--- config.mk ---
export PLATFORM = sky130hd
export DESIGN_NAME = echo_measure_sequencer
export DESIGN_NICKNAME = d
export VERILOG_FILES = /design/src/rtl/echo_measure_sequencer.sv
export SDC_FILE = /design/constraint.sdc
export NUM_CORES = 1
export LEC_CHECK = 0
export BUFFER_PORTS_ARGS = -buffer_cell sky130_fd_sc_hd__buf_4
export CORE_UTILIZATION = 42
export CTS_BUF_LIST = sky130_fd_sc_hd__clkbuf_4 sky130_fd_sc_hd__clkbuf_8
export DETAILED_ROUTE_END_ITERATION = 12
export GPL_TIMING_DRIVEN = 0
export PLACE_DENSITY_LB_ADDON = 0.1
export SYNTH_ARGS = -nofsm -noshare
export SYNTH_HDL_FRONTEND = slang
export SYNTH_SLANG_ARGS = --single-unit
--- constraint.sdc ---
create_clock -name clk_50M -period 3.15 [get_ports clk_50M]
set_clock_uncertainty 0.05 [all_clocks]
set_input_delay 0 -clock clk_50M [delete_from_list [all_inputs] [get_ports clk_50M]]
set_output_delay 0 -clock clk_50M [all_outputs]
set_load 0.01 [all_outputs]
--- src/rtl/echo_measure_sequencer.sv ---
// Ranging-period scheduler: 10 ms tick, FIFO clear, correlator start, 90 kHz TX burst,
// ADC write gating, and a valid/ready result port fed by proc_done or a timeout.
//
// state       | meaning
// ------------+------------------------------------------------------------
// S_IDLE      | waiting for the period tick
// S_CLEAR     | FIFO clear; sys_start_pulse in the last cycle
// S_TX        | complementary burst on tx_p/tx_n, ADC writes enabled
// S_WAIT_DONE | burst over, waiting for proc_done or timeout
// S_REPORT    | result held on res_* until res_ready
`timescale 1ns/1ps
module echo_measure_sequencer #(
  parameter int PERIOD_CYCLES  = 500000,
  parameter int TX_PULSES      = 8,
  parameter int TX_HALF_CYCLES = 278,
  parameter int CLR_CYCLES     = 4,
  parameter int TIMEOUT_CYCLES = 400000
) (
  input  logic        clk_50M,
  input  logic        rst_n,
  input  logic        enable,
  output logic        fifo_clr,
  output logic        sys_start_pulse,
  output logic        adc_wr_en,
  output logic        tx_p,
  output logic        tx_n,
  input  logic        proc_done,
  input  logic        hit_flag,
  input  logic [19:0] echo_tof,
  input  logic [17:0] echo_peak,
  output logic        res_valid,
  input  logic        res_ready,
  output logic        res_hit,
  output logic [19:0] res_tof,
  output logic [17:0] res_peak,
  output logic        res_timeout,
  output logic        busy,
  output logic [7:0]  overrun_cnt
);

  localparam int TX_CYCLES = 2 * TX_PULSES * TX_HALF_CYCLES;
  localparam int SEQ_MAX   = (TX_CYCLES > CLR_CYCLES) ? TX_CYCLES : CLR_CYCLES;
  localparam int PW        = $clog2(PERIOD_CYCLES + 1);
  localparam int SW        = $clog2(SEQ_MAX + 1);
  localparam int HW        = $clog2(TX_HALF_CYCLES + 1);
  localparam int TW        = $clog2(TIMEOUT_CYCLES + 1);

  typedef enum logic [2:0] {
    S_IDLE      = 3'd0,
    S_CLEAR     = 3'd1,
    S_TX        = 3'd2,
    S_WAIT_DONE = 3'd3,
    S_REPORT    = 3'd4
  } state_t;

  state_t        state, state_d;
  logic [PW-1:0] period_cnt;
  logic [SW-1:0] seq_cnt, seq_d;
  logic [HW-1:0] half_cnt, half_d;
  logic [TW-1:0] to_cnt, to_d;
  logic          phase, phase_d;
  logic          tick;

  logic        fifo_clr_d, sys_start_d, adc_wr_en_d, tx_p_d, tx_n_d;
  logic        res_valid_d, busy_d, res_hit_d, res_timeout_d;
  logic [19:0] res_tof_d;
  logic [17:0] res_peak_d;

  assign tick = enable && (period_cnt == '0);

  always_ff @(posedge clk_50M or negedge rst_n) begin
    if (!rst_n) begin
      period_cnt <= '0;
    end else if (!enable || period_cnt == PW'(PERIOD_CYCLES - 1)) begin
      period_cnt <= '0;
    end else begin
      period_cnt <= period_cnt + PW'(1);
    end
  end

  // State, sequencing counters and all outputs are registered together.
  always_ff @(posedge clk_50M or negedge rst_n) begin
    if (!rst_n) begin
      state           <= S_IDLE;
      seq_cnt         <= '0;
      half_cnt        <= '0;
      to_cnt          <= '0;
      phase           <= 1'b0;
      fifo_clr        <= 1'b0;
      sys_start_pulse <= 1'b0;
      adc_wr_en       <= 1'b0;
      tx_p            <= 1'b0;
      tx_n            <= 1'b0;
      res_valid       <= 1'b0;
      res_hit         <= 1'b0;
      res_tof         <= '0;
      res_peak        <= '0;
      res_timeout     <= 1'b0;
      busy            <= 1'b0;
      overrun_cnt     <= '0;
    end else begin
      state           <= state_d;
      seq_cnt         <= seq_d;
      half_cnt        <= half_d;
      to_cnt          <= to_d;
      phase           <= phase_d;
      fifo_clr        <= fifo_clr_d;
      sys_start_pulse <= sys_start_d;
      adc_wr_en       <= adc_wr_en_d;
      tx_p            <= tx_p_d;
      tx_n            <= tx_n_d;
      res_valid       <= res_valid_d;
      res_hit         <= res_hit_d;
      res_tof         <= res_tof_d;
      res_peak        <= res_peak_d;
      res_timeout     <= res_timeout_d;
      busy            <= busy_d;
      if (tick && state != S_IDLE && overrun_cnt != 8'hFF) begin
        overrun_cnt <= overrun_cnt + 8'd1;
      end
    end
  end

  always_comb begin
    state_d = state;
    seq_d   = seq_cnt;
    half_d  = half_cnt;
    to_d    = to_cnt;
    phase_d = phase;
    case (state)
      S_IDLE: begin
        if (tick) begin
          state_d = S_CLEAR;
          seq_d   = SW'(CLR_CYCLES - 1);
        end
      end
      S_CLEAR: begin
        if (!enable) begin
          state_d = S_IDLE;
        end else if (seq_cnt == '0) begin
          state_d = S_TX;
          seq_d   = SW'(TX_CYCLES - 1);
          half_d  = HW'(TX_HALF_CYCLES - 1);
          phase_d = 1'b1;
          to_d    = '0;
        end else begin
          seq_d = seq_cnt - SW'(1);
        end
      end
      S_TX: begin
        if (!enable) begin
          state_d = S_IDLE;
        end else begin
          to_d = to_cnt + TW'(1);
          if (seq_cnt == '0) begin
            state_d = S_WAIT_DONE;
          end else begin
            seq_d = seq_cnt - SW'(1);
            if (half_cnt == '0) begin
              half_d  = HW'(TX_HALF_CYCLES - 1);
              phase_d = ~phase;
            end else begin
              half_d = half_cnt - HW'(1);
            end
          end
        end
      end
      S_WAIT_DONE: begin
        if (!enable) begin
          state_d = S_IDLE;
        end else begin
          to_d = to_cnt + TW'(1);
          if (proc_done || to_cnt == TW'(TIMEOUT_CYCLES - 1)) begin
            state_d = S_REPORT;
          end
        end
      end
      S_REPORT: begin
        if (res_ready) begin
          state_d = S_IDLE;
        end
      end
      default: state_d = S_IDLE;
    endcase
  end

  // Outputs are derived from the next state so they line up with it after the edge.
  always_comb begin
    fifo_clr_d    = (state_d == S_CLEAR);
    sys_start_d   = (state_d == S_CLEAR) && (seq_d == '0);
    tx_p_d        = (state_d == S_TX) && phase_d;
    tx_n_d        = (state_d == S_TX) && !phase_d;
    adc_wr_en_d   = (state_d == S_TX) || (state_d == S_WAIT_DONE);
    res_valid_d   = (state_d == S_REPORT);
    busy_d        = (state_d != S_IDLE);
    res_hit_d     = res_hit;
    res_tof_d     = res_tof;
    res_peak_d    = res_peak;
    res_timeout_d = res_timeout;
    if (state == S_WAIT_DONE && state_d == S_REPORT) begin
      if (proc_done) begin
        res_hit_d     = hit_flag;
        res_tof_d     = echo_tof;
        res_peak_d    = echo_peak;
        res_timeout_d = 1'b0;
      end else begin
        res_hit_d     = 1'b0;
        res_tof_d     = '0;
        res_peak_d    = '0;
        res_timeout_d = 1'b1;
      end
    end
  end

endmodule

==> results.py, run 1 <==
metrics = {
    "global_routing": {
        "gr-total-overflow": 0,
        "grt_pass1_vias": 5163,
        "grt_pass1_wl_um": 24700,
        "grt_antenna_before_repair": 0,
        "grt_usage": 0.219,
        "grt_max_degree": 93,
    },
    "die": {
        "dieWidth_um": 120,
        "die_h_um": 120,
        "coreArea_um2": 13400,
        "dieArea_um2": 14400,
        "ios": 99,
        "fp-row-count": 42,
        "start_util": 0.436,
    },
    "route": {
        "drc": 0,
        "ant_nets": 0,
        "drt-initial-drc-count": 346,
        "drt-wirelength-per-cell_um": 15.1,
        "viasPerCell": 5.34,
        "num_vias": 5243,
        "wl_um": 14900,
        "first_pass_iters": 5,
    },
    "logic_synthesis": {
        "synthesis.nets": 684,
        "synthesis.instances": 632,
        "synth_edf_count": 0,
        "ys_seq_area_frac": 0.510,
        "yosysUniqueCellTypes": 60,
        "synth_top_cell_by_area": "dfrtp_1",
        "yosys-mux-area-fraction": 0.0126,
        "synth_top_area_frac": 0.510,
        "yosysWarnings": 0,
        "yosys.area_share.adder": 0.0171,
        "synthSimpleGateAreaFrac": 0.246,
        "netlist_area_um2": 5840,
        "synth_area_per_cell_um2": 9.25,
        "ys_top_cells_by_area": "dfrtp_1 (51%), nand2_1 (7.6%), o21ai_0 (5.7%)",
        "synth_compound_area_frac": 0.134,
        "async_flop_share": 1.00,
        "synth_top_flop_cell": "dfrtp_1",
        "synth_seq_cells": 119,
        "synth_top_family_by_area": "simple AND/OR/NAND/NOR gates",
        "synth-xor-area-share": 0.0525,
    },
    "layout": {
        "ff_latch_area_um2": 2980,
        "finalNetCount": 846,
        "utilization": 0.578,
        "multi_input_area_um2": 2740,
        "area_growth_pct": 32.5,
        "antenna_cells": 0,
        "fill_cells": 1186,
        "drive_gt1_frac": 0.190,
    },
    "sta": {
        "tightest_slew_ps": 860,
        "slew_violations": 0,
        "fmax_ghz": 0.331,
        "fin_crit_sh": 0.959,
        "final-setup-viol-count": 0,
        "report.final.hold_viol_count": 0,
        "fin_ws_ps": 131,
        "setup-tns-final_ps": 0,
        "min_period_ps": 3020,
        "fin_hold_ws_ps": 138,
        "max-slew-margin-rel": 0.422,
    },
    "setup_path": {
        "critical_path.max_stage_delay_ps": 540,
        "cpMaxStageDelayCell": "or4_1",
        "startpoint": "seq_cnt[0]",
        "crit_arrival_ps": 3300,
        "required_ps": 3430,
        "critPathLaunchType": "flop",
        "crit_fanout": 4,
        "crit_chain": "inv_1, ha_1, nor4b_4, and3_1, inv_2, a31oi_1, a2bb2oi_1, or4_1, or4_1, nor4_1",
        "crit_type": "reg -> reg",
        "timing.rr.start": "seq_cnt[0]",
        "cpMostUsedCell": "or4_1",
        "endpoint_kind": "flop",
    },
    "power": {
        "clkPwrFrac": 0.327,
        "peakVddDrop_mv": 0.265,
        "p_total_mw": 4.50,
        "internal_power_mw": 3.08,
        "p_leak_nw": 3.63,
        "swShare": 0.316,
        "netSwitchingPower_mw": 1.42,
        "power_frac_seq": 0.431,
        "cellPowerDensity_nw_per_um2": 582,
        "pwr-share-comb": 0.242,
    },
    "clocking": {
        "cts_buffer_depth": 2,
        "root_buffer": "clkbuf_8",
        "cts.sinks": 119,
        "cts_tree": "built",
        "clk-insertion-delay-late_ps": 440,
        "h-tree-depth": 4,
        "cts_made_buffers": 17,
        "cts.clk_slew.worst_paths_ps": 70,
    },
    "run_status": {
        "status": "finished clean",
    },
    "hold_path": {
        "hp-class": "in -> reg",
        "hold_path.startpoint": "proc_done",
    },
    "placed_design": {
        "place_hpwl_um": 9860,
        "gp_congestion": 0.926,
        "port_buffers": 97,
        "dp_slack_ps": 65.8,
    },
    "job": {
        "drv_cap": 0,
    },
}
==> metrics by stage <==
step / cell area (um2) / instances
finish: 7740 / 982
CTS: 7680 / 980
detailed placement: 6820 / 906
global route: 7740 / 982
floorplan: 5840 / 632
global placement: 6790 / 905
==> power groups by stage <==
stage	Combinational, mW	Sequential [mW]	Clock, mW
global placement	0.981	1.95	0
finish	1.09	1.94	1.47
CTS	1.06	1.93	1.51
detailed placement	1.01	1.96	0
floorplan	0.624	1.94	0
global route	1.21	1.97	1.57
==> worst max-delay path: cells and delay by family (launching register included) <==
family	cells	cell delay (ps)
AOI/OAI and AO/OA	2	280
adders and majority gates	1	180
buffers and inverters	2	200
DFF	1	410
and+or+nand+nor	5	1790
==> repair_timing <==
item / in CTS / in global routing
setup buffers: 0 / 2
endpoints found under the hold margin: 161 / 0
setup endpoints to repair: 0 / 1
hold buffers: 43 / 0
gates resized for setup: 0 / 8
==> path summary, 6_finish.rpt <==
kind / to / slack (ps) / cells past startpoint
max: sys_start_pulse / 130 / 10
min: res_peak[5] / 140 / 4
max reg2reg: sys_start_pulse / 130 / 10
min reg2reg: res_tof[13] / 430 / 2
max in group asynchronous: res_tof[10] / 2030 / 4
min in group asynchronous: period_cnt[3] / 540 / 4
==> cells in the mapped netlist, drive strengths merged (3+ instances only) <==
library cell	n
xor2	20
nand2	119
clkbuf	24
nor4	13
ha	8
and3	5
or2	4
nand2b	7
a21oi	15
buf	4
a22oi	4
nor3	10
a22o	5
o2bb2ai	3
mux2	3
o211ai	4
mux2i	4
dfrtp	119
a21o	3
nor2	59
nand4	15
or4	4
and2	5
nor2b	5
nand3	20
a31oi	5
nor4b	4
o21ai	70
or3	9
xnor2	15
and4	5
inv	15
nand3b	3
==> state kept, by name, indices dropped and copies added (netlist names) <==
| name | cells |
|---|---|
| overrun_cnt | 8 |
| sys_start_pulse | 1 |
| phase | 1 |
| tx_n | 1 |
| to_cnt | 19 |
| half_cnt | 9 |
| res_tof | 20 |
| res_hit | 1 |
| busy | 1 |
| adc_wr_en | 1 |
| state | 3 |
| res_valid | 1 |
| tx_p | 1 |
| res_timeout | 1 |
| seq_cnt | 13 |
| res_peak | 18 |
| period_cnt | 19 |
| fifo_clr | 1 |
==> kinds of logic after synthesis <==
group	after synthesis
adders and majority gates	8
buffers and inverters	43
xor gates and xnor gates	35
DFF	119
muxes	7
AOI/OAI and AO/OA	129
and+or+nand+nor	291
==> layer usage <==
layer / part of all wire / vias up / track usage
met5: 0 / - / 0
met4: 0.015 / 0 / 0.0836
met3: 0.061 / 20 / 0.0613
met2: 0.46 / 182 / 0.345
met1: 0.46 / 2502 / 0.284
li1: - / 2539 / -
==> placed cells by master, fill, tap and decap left out, types with 9 or more instances in the layout <==
master / instances
nand4_1: 14
xor2_1: 20
clkbuf_1: 23
nor3_1: 10
a21oi_1: 15
xnor2_1: 15
inv_1: 14
o21ai_0: 67
nand2_1: 118
buf_4: 98
or3_1: 9
dlygate4sd3_1: 42
nand3_1: 20
nor2_1: 59
clkbuf_8: 21
dfrtp_1: 119
==> layout make-up <==
| class | instances | share of cell area |
|---|---|---|
| plain buffers | 28 | 0.0142 |
| clock buffers | 22 | 0.0383 |
| clock inverters | 9 | 0.0158 |
| inverters | 15 | 0.00727 |
| multi-input cells | 470 | 0.354 |
| flip-flops and latches | 119 | 0.385 |
| well taps | 176 | 0.0284 |
| repair buffers | 143 | 0.157 |
(Power assumes the default switching activity.)
==> inputs of run 2 (changes only) <==
--- a/config.mk
+++ b/config.mk
@@ -11,6 +11,7 @@
 export DETAILED_ROUTE_END_ITERATION = 12
 export GPL_TIMING_DRIVEN = 0
 export PLACE_DENSITY_LB_ADDON = 0.1
+export SETUP_SLACK_MARGIN = 0.3
 export SYNTH_ARGS = -nofsm -noshare
 export SYNTH_HDL_FRONTEND = slang
 export SYNTH_SLANG_ARGS = --single-unit
==> run 2 against run 1 <==
Compared with the run above:
- first-iteration DRC count fell by 8.4%
- cell area rose by 0.36%
- sequential power barely moved
==> results.py, run 2 (synthesis gave the netlist of run 1 again) <==
metrics = {
    "power": {
        "cellPowerDensity_nw_per_um2": 580,
        "peakVddDrop_mv": 0.266,
        "power_frac_seq": 0.431,
        "clkPwrFrac": 0.326,
        "pwr-share-comb": 0.243,
        "swShare": 0.315,
        "p_leak_nw": 3.63,
        "internal_power_mw": 3.09,
        "netSwitchingPower_mw": 1.42,
    },
    "global_routing": {
        "met3_usage": 0.0604,
        "grt_usage": 0.219,
        "gr-total-overflow": 0,
        "grt_max_degree": 93,
        "grt_pass1_wl_um": 24800,
        "met2_usage": 0.344,
        "gr-usage-met1": 0.287,
        "busiest_layer": "met2",
        "grt_antenna_before_repair": 0,
        "grt_pass1_vias": 5163,
    },
    "die": {
        "start_util": 0.436,
        "fp-row-count": 42,
        "dieArea_um2": 14400,
        "dieWidth_um": 120,
        "ios": 99,
        "die_h_um": 120,
        "coreArea_um2": 13400,
    },
    "layout": {
        "largest-register": "res_tof",
        "fill_cells": 1192,
        "layout_common_cells": "dfrtp_1 (119), nand2_1 (117), buf_4 (97), o21ai_0 (67), nor2_1 (59)",
        "layout.cells.non_filler": 981,
        "design_area_um2": 7770,
        "layout_commonest_cell": "dfrtp_1",
        "largestRegisters": "res_tof (20), period_cnt (19), to_cnt (19)",
        "largest_register_ffs": 20,
        "finalNetCount": 845,
        "antenna_cells": 0,
        "drive_gt1_frac": 0.200,
        "area_growth_pct": 33.0,
    },
    "clocking": {
        "root_buffer": "clkbuf_8",
        "cts.clk_slew.worst_paths_ps": 70,
        "h-tree-depth": 4,
        "cts_made_buffers": 17,
        "clk-insertion-delay-late_ps": 440,
        "cts_buffer_depth": 2,
        "cts.sinks": 119,
        "cts_tree": "built",
    },
    "sta": {
        "fin_crit_sh": 0.936,
        "final-setup-viol-count": 0,
        "fmax_ghz": 0.339,
        "setup-tns-final_ps": 0,
        "min_period_ps": 2950,
        "tightest_slew_ps": 807,
        "report.final.hold_viol_count": 0,
        "slew_violations": 0,
        "rsz0062_at_grt": "yes",
        "max-slew-margin-rel": 0.456,
    },
    "route": {
        "num_vias": 5192,
        "wl_um": 14800,
        "drt-initial-drc-count": 317,
        "drt-wirelength-per-cell_um": 15.1,
        "viasPerCell": 5.29,
        "drc": 0,
        "ant_nets": 0,
        "first_pass_iters": 4,
    },
    "placed_design": {
        "dpl_cell_area_um2": 6820,
        "dp_cells": 906,
        "port_buffers": 97,
        "gp_congestion": 0.926,
        "place_hpwl_um": 9860,
    },
    "setup_path": {
        "critPathLaunchType": "flop",
        "required_ps": 3430,
        "endpoint_kind": "flop",
        "crit_arrival_ps": 3230,
        "crit_fanout": 6,
        "crit_type": "reg -> reg",
    },
    "job": {
        "drv_cap": 0,
    },
    "hold_path": {
        "hp-class": "in -> reg",
    },
    "run_status": {
        "status": "finished clean",
    },
}
==> run 2: cell types whose count changed in the layout (fill, tap and decap cells not counted), sizes merged <==
cell | previous run | this run
clkbuf | 47 | 46
==> run 2: path summary, 6_finish.rpt <==
| check | start | to | slack (ps) | cells past startpoint |
|---|---|---|---|---|
| max | period_cnt[2] | sys_start_pulse | 200 | 7 |
| min | proc_done | res_peak[5] | 140 | 4 |
| max reg2reg | period_cnt[2] | sys_start_pulse | 200 | 7 |
| min reg2reg | res_tof[13] | res_tof[13] | 430 | 2 |
| max in group asynchronous | rst_n | res_tof[10] | 2040 | 4 |
| min in group asynchronous | rst_n | period_cnt[3] | 550 | 4 |
==> run 2: power groups by stage <==
stage	logic [mW]	registers (mW)	clock network, mW
floorplan	0.624	1.94	0
global placement	0.981	1.95	0
detailed placement	1.01	1.96	0
CTS	1.07	1.93	1.51
global route	1.21	1.97	1.57
finish	1.10	1.94	1.47
==> run 2: worst max-delay path: stages, from the launching register on <==
cell and delay [ps]:
dfrtp_1 450, nor4_2 330, nand4_2 240, o21a_2 340
a2bb2oi_1 170, or4_1 550, or4_1 410, nor4_1 290
==> run 2: layer usage <==
metal  vias up  wire [um]  share of wire
li1       2535          -              -
met1      2469       6790           0.46
met2       172       6910           0.47
met3        16        901          0.061
met4         0        199          0.013
met5         -          0              0
==> run 2: layout make-up <==
class / count / area [um2] / share of cell area
inverter: 15 / 56.3 / 0.00725
multi-input combinational: 470 / 2780 / 0.357
clock buffer: 22 / 297 / 0.0382
clock inverter: 9 / 123 / 0.0158
sequential: 119 / 2980 / 0.383
timing repair buffer: 142 / 1210 / 0.155
tap: 176 / 220 / 0.0283
buffer: 28 / 111 / 0.0143
==> run 2: timing repair <==
item / 4_1_cts / 5_1_grt
hold endpoints to repair: 161 / 0
hold buffers: 43 / 0
pin swaps: 0 / 1
setup endpoints to repair: 12 / 14
buffers inserted: 1 / 0
resized for setup: 6 / 12
==> run 2: through the flow <==
stage	utilization	setup WS (ps)	total power [mW]	hold slack (ps)
after floorplan	-	504	2.56	-346
after global placement	0.507	81.3	2.93	212
after detailed placement	0.509	65.8	2.97	-158
after CTS	0.576	171	4.52	102
after global routing	0.580	111	4.76	141
final	0.580	201	4.51	142
==> inputs of run 3 (changes only) <==
==> constraint.sdc (replaced) <==
create_clock -name clk_50M -period 3.15 [get_ports clk_50M]
set_clock_uncertainty 0.05 [all_clocks]
set_input_delay 0.63 -clock clk_50M [delete_from_list [all_inputs] [get_ports clk_50M]]
set_output_delay 0.63 -clock clk_50M [all_outputs]
set_load 0.01 [all_outputs]
==> run 3 against run 2 <==
Compared with the run above:
- power shrank 1.1%
- die area is the same
- first-iteration DRC count shrank 4.1%
- core utilization shrank 3.2 points
- maximum frequency shrank 0.46%
- register-to-register slack is essentially flat
- sequential share of layout area grew 2.2 points
- largest cell class unchanged
==> results.py, run 3 (synthesis gave the netlist of run 1 again) <==
metrics = {
    "power": {
        "cellPowerDensity_nw_per_um2": 607,
        "peakVddDrop_mv": 0.251,
        "p_total_mw": 4.46,
        "p_leak_nw": 3.45,
    },
    "global_routing": {
        "grt_pass1_vias": 4867,
        "grt_usage": 0.209,
        "grt_antenna_before_repair": 0,
        "grt_pass1_wl_um": 23500,
        "grt_max_degree": 93,
        "gr-total-overflow": 0,
    },
    "hold_path": {
        "hp-class": "in -> reg",
    },
    "route": {
        "drt-wirelength-per-cell_um": 15.0,
        "first_pass_iters": 5,
        "drt-initial-drc-count": 304,
        "viasPerCell": 5.34,
        "num_vias": 5016,
        "ant_nets": 0,
        "wl_um": 14100,
        "drc": 0,
    },
    "sta": {
        "report.final.hold_viol_count": 0,
        "fin_crit_sh": 0.941,
        "min_period_ps": 2960,
        "max-slew-margin-rel": 0.459,
        "tightest_slew_ps": 803,
        "fmax_ghz": 0.338,
        "setup-tns-final_ps": 0,
        "fin_ws_ps": 187,
        "slew_violations": 0,
        "fin_hold_ws_ps": 393,
        "final-setup-viol-count": 0,
        "rsz0062_at_grt": "yes",
    },
    "placed_design": {
        "port_buffers": 97,
        "gp_congestion": 0.926,
        "place_hpwl_um": 9860,
        "dp_cells": 906,
        "dp_slack_ps": -194,
        "dpl_cell_area_um2": 6820,
    },
    "setup_path": {
        "crit_fanout": 6,
        "crit_arrival_ps": 3240,
        "endpoint_kind": "flop",
        "critPathLaunchType": "flop",
        "crit_type": "reg -> reg",
        "required_ps": 3430,
    },
    "layout": {
        "largest-register": "res_tof",
        "layout_common_cells": "dfrtp_1 (119), nand2_1 (117), buf_4 (97), o21ai_0 (67), nor2_1 (59)",
        "design_area_um2": 7340,
        "fill_cells": 1280,
        "finalNetCount": 803,
        "largestRegisters": "res_tof (20), period_cnt (19), to_cnt (19)",
        "layout_commonest_cell": "dfrtp_1",
        "drive_gt1_frac": 0.210,
        "area_growth_pct": 25.6,
        "layout.cells.non_filler": 939,
        "utilization": 0.548,
        "antenna_cells": 0,
        "largest_register_ffs": 20,
    },
    "die": {
        "start_util": 0.436,
        "dieWidth_um": 120,
        "ios": 99,
        "coreArea_um2": 13400,
        "fp-row-count": 42,
        "die_h_um": 120,
        "dieArea_um2": 14400,
    },
    "clocking": {
        "cts_tree": "built",
        "cts_made_buffers": 17,
        "cts_buffer_depth": 2,
        "cts.clk_slew.worst_paths_ps": 70,
        "h-tree-depth": 4,
        "root_buffer": "clkbuf_8",
        "cts.sinks": 119,
        "clk-insertion-delay-late_ps": 440,
    },
    "job": {
        "drv_cap": 0,
    },
    "run_status": {
        "status": "finished clean",
    },
}
-- run 3: changes by cell type in the layout (fill, tap and decap cells not counted) --
cell | before | now
dlygate4sd3_1 | 42 | 1
buf_12 | 1 | 0
-- run 3: timing repair --
action,in CTS,in global routing
endpoints found under the hold margin,20,0
cloned,0,0
buffers inserted,1,0
setup endpoints to repair,12,14
hold buffers,1,0
gates resized for setup,6,12
pin swaps,0,1
-- run 3: worst max-delay path: stages, from the launching register on --
cell and delay, ps:
dfrtp_1 450, nor4_2 330, nand4_2 240, o21a_2 340
a2bb2oi_1 180, or4_1 560, or4_1 410, nor4_1 290
-- run 3: final cells by class --
| class | instances | area [um2] | area share |
|---|---|---|---|
| flip-flops and latches | 119 | 2980 | 0.406 |
| multi-input cells | 470 | 2780 | 0.378 |
| repair buffers | 100 | 777 | 0.106 |
| clock buffers | 22 | 297 | 0.0404 |
| well taps | 176 | 220 | 0.0300 |
| clock inverters | 9 | 123 | 0.0167 |
| plain buffers | 28 | 111 | 0.0152 |
| inverters | 15 | 56.3 | 0.00767 |
-- run 3: per-layer routing --
layer / global-route usage / vias to the layer above / share of wire / routed length, um
li1: - / 2449 / - / -
met1: 0.277 / 2373 / 0.46 / 6550
met2: 0.321 / 179 / 0.46 / 6450
met3: 0.0604 / 15 / 0.064 / 910
met4: 0.0836 / 0 / 0.014 / 193
met5: 0 / - / 0 / 0
-- run 3: power by group --
| group | total, mW | leakage (nW) | switching (mW) | internal, mW |
|---|---|---|---|---|
| combinational | 1.05 | 1.62 | 0.585 | 0.464 |
| clock | 1.47 | 0.218 | 0.603 | 0.864 |
| sequential | 1.94 | 1.61 | 0.220 | 1.72 |
| total | 4.46 | 3.45 | 1.41 | 3.05 |
-- run 3: worst paths after layout --
check,from,depth (start not counted),slack (ps),endpoint
worst max-delay path,period_cnt[2],7,190,sys_start_pulse
max in group asynchronous,rst_n,3,1740,res_tof[8]
worst min register to register,res_tof[17],2,430,res_tof[17]
min in group asynchronous,rst_n,2,570,period_cnt[3]
worst min-delay path,echo_peak[16],3,390,res_peak[16]
worst max register to register,period_cnt[2],7,190,sys_start_pulse
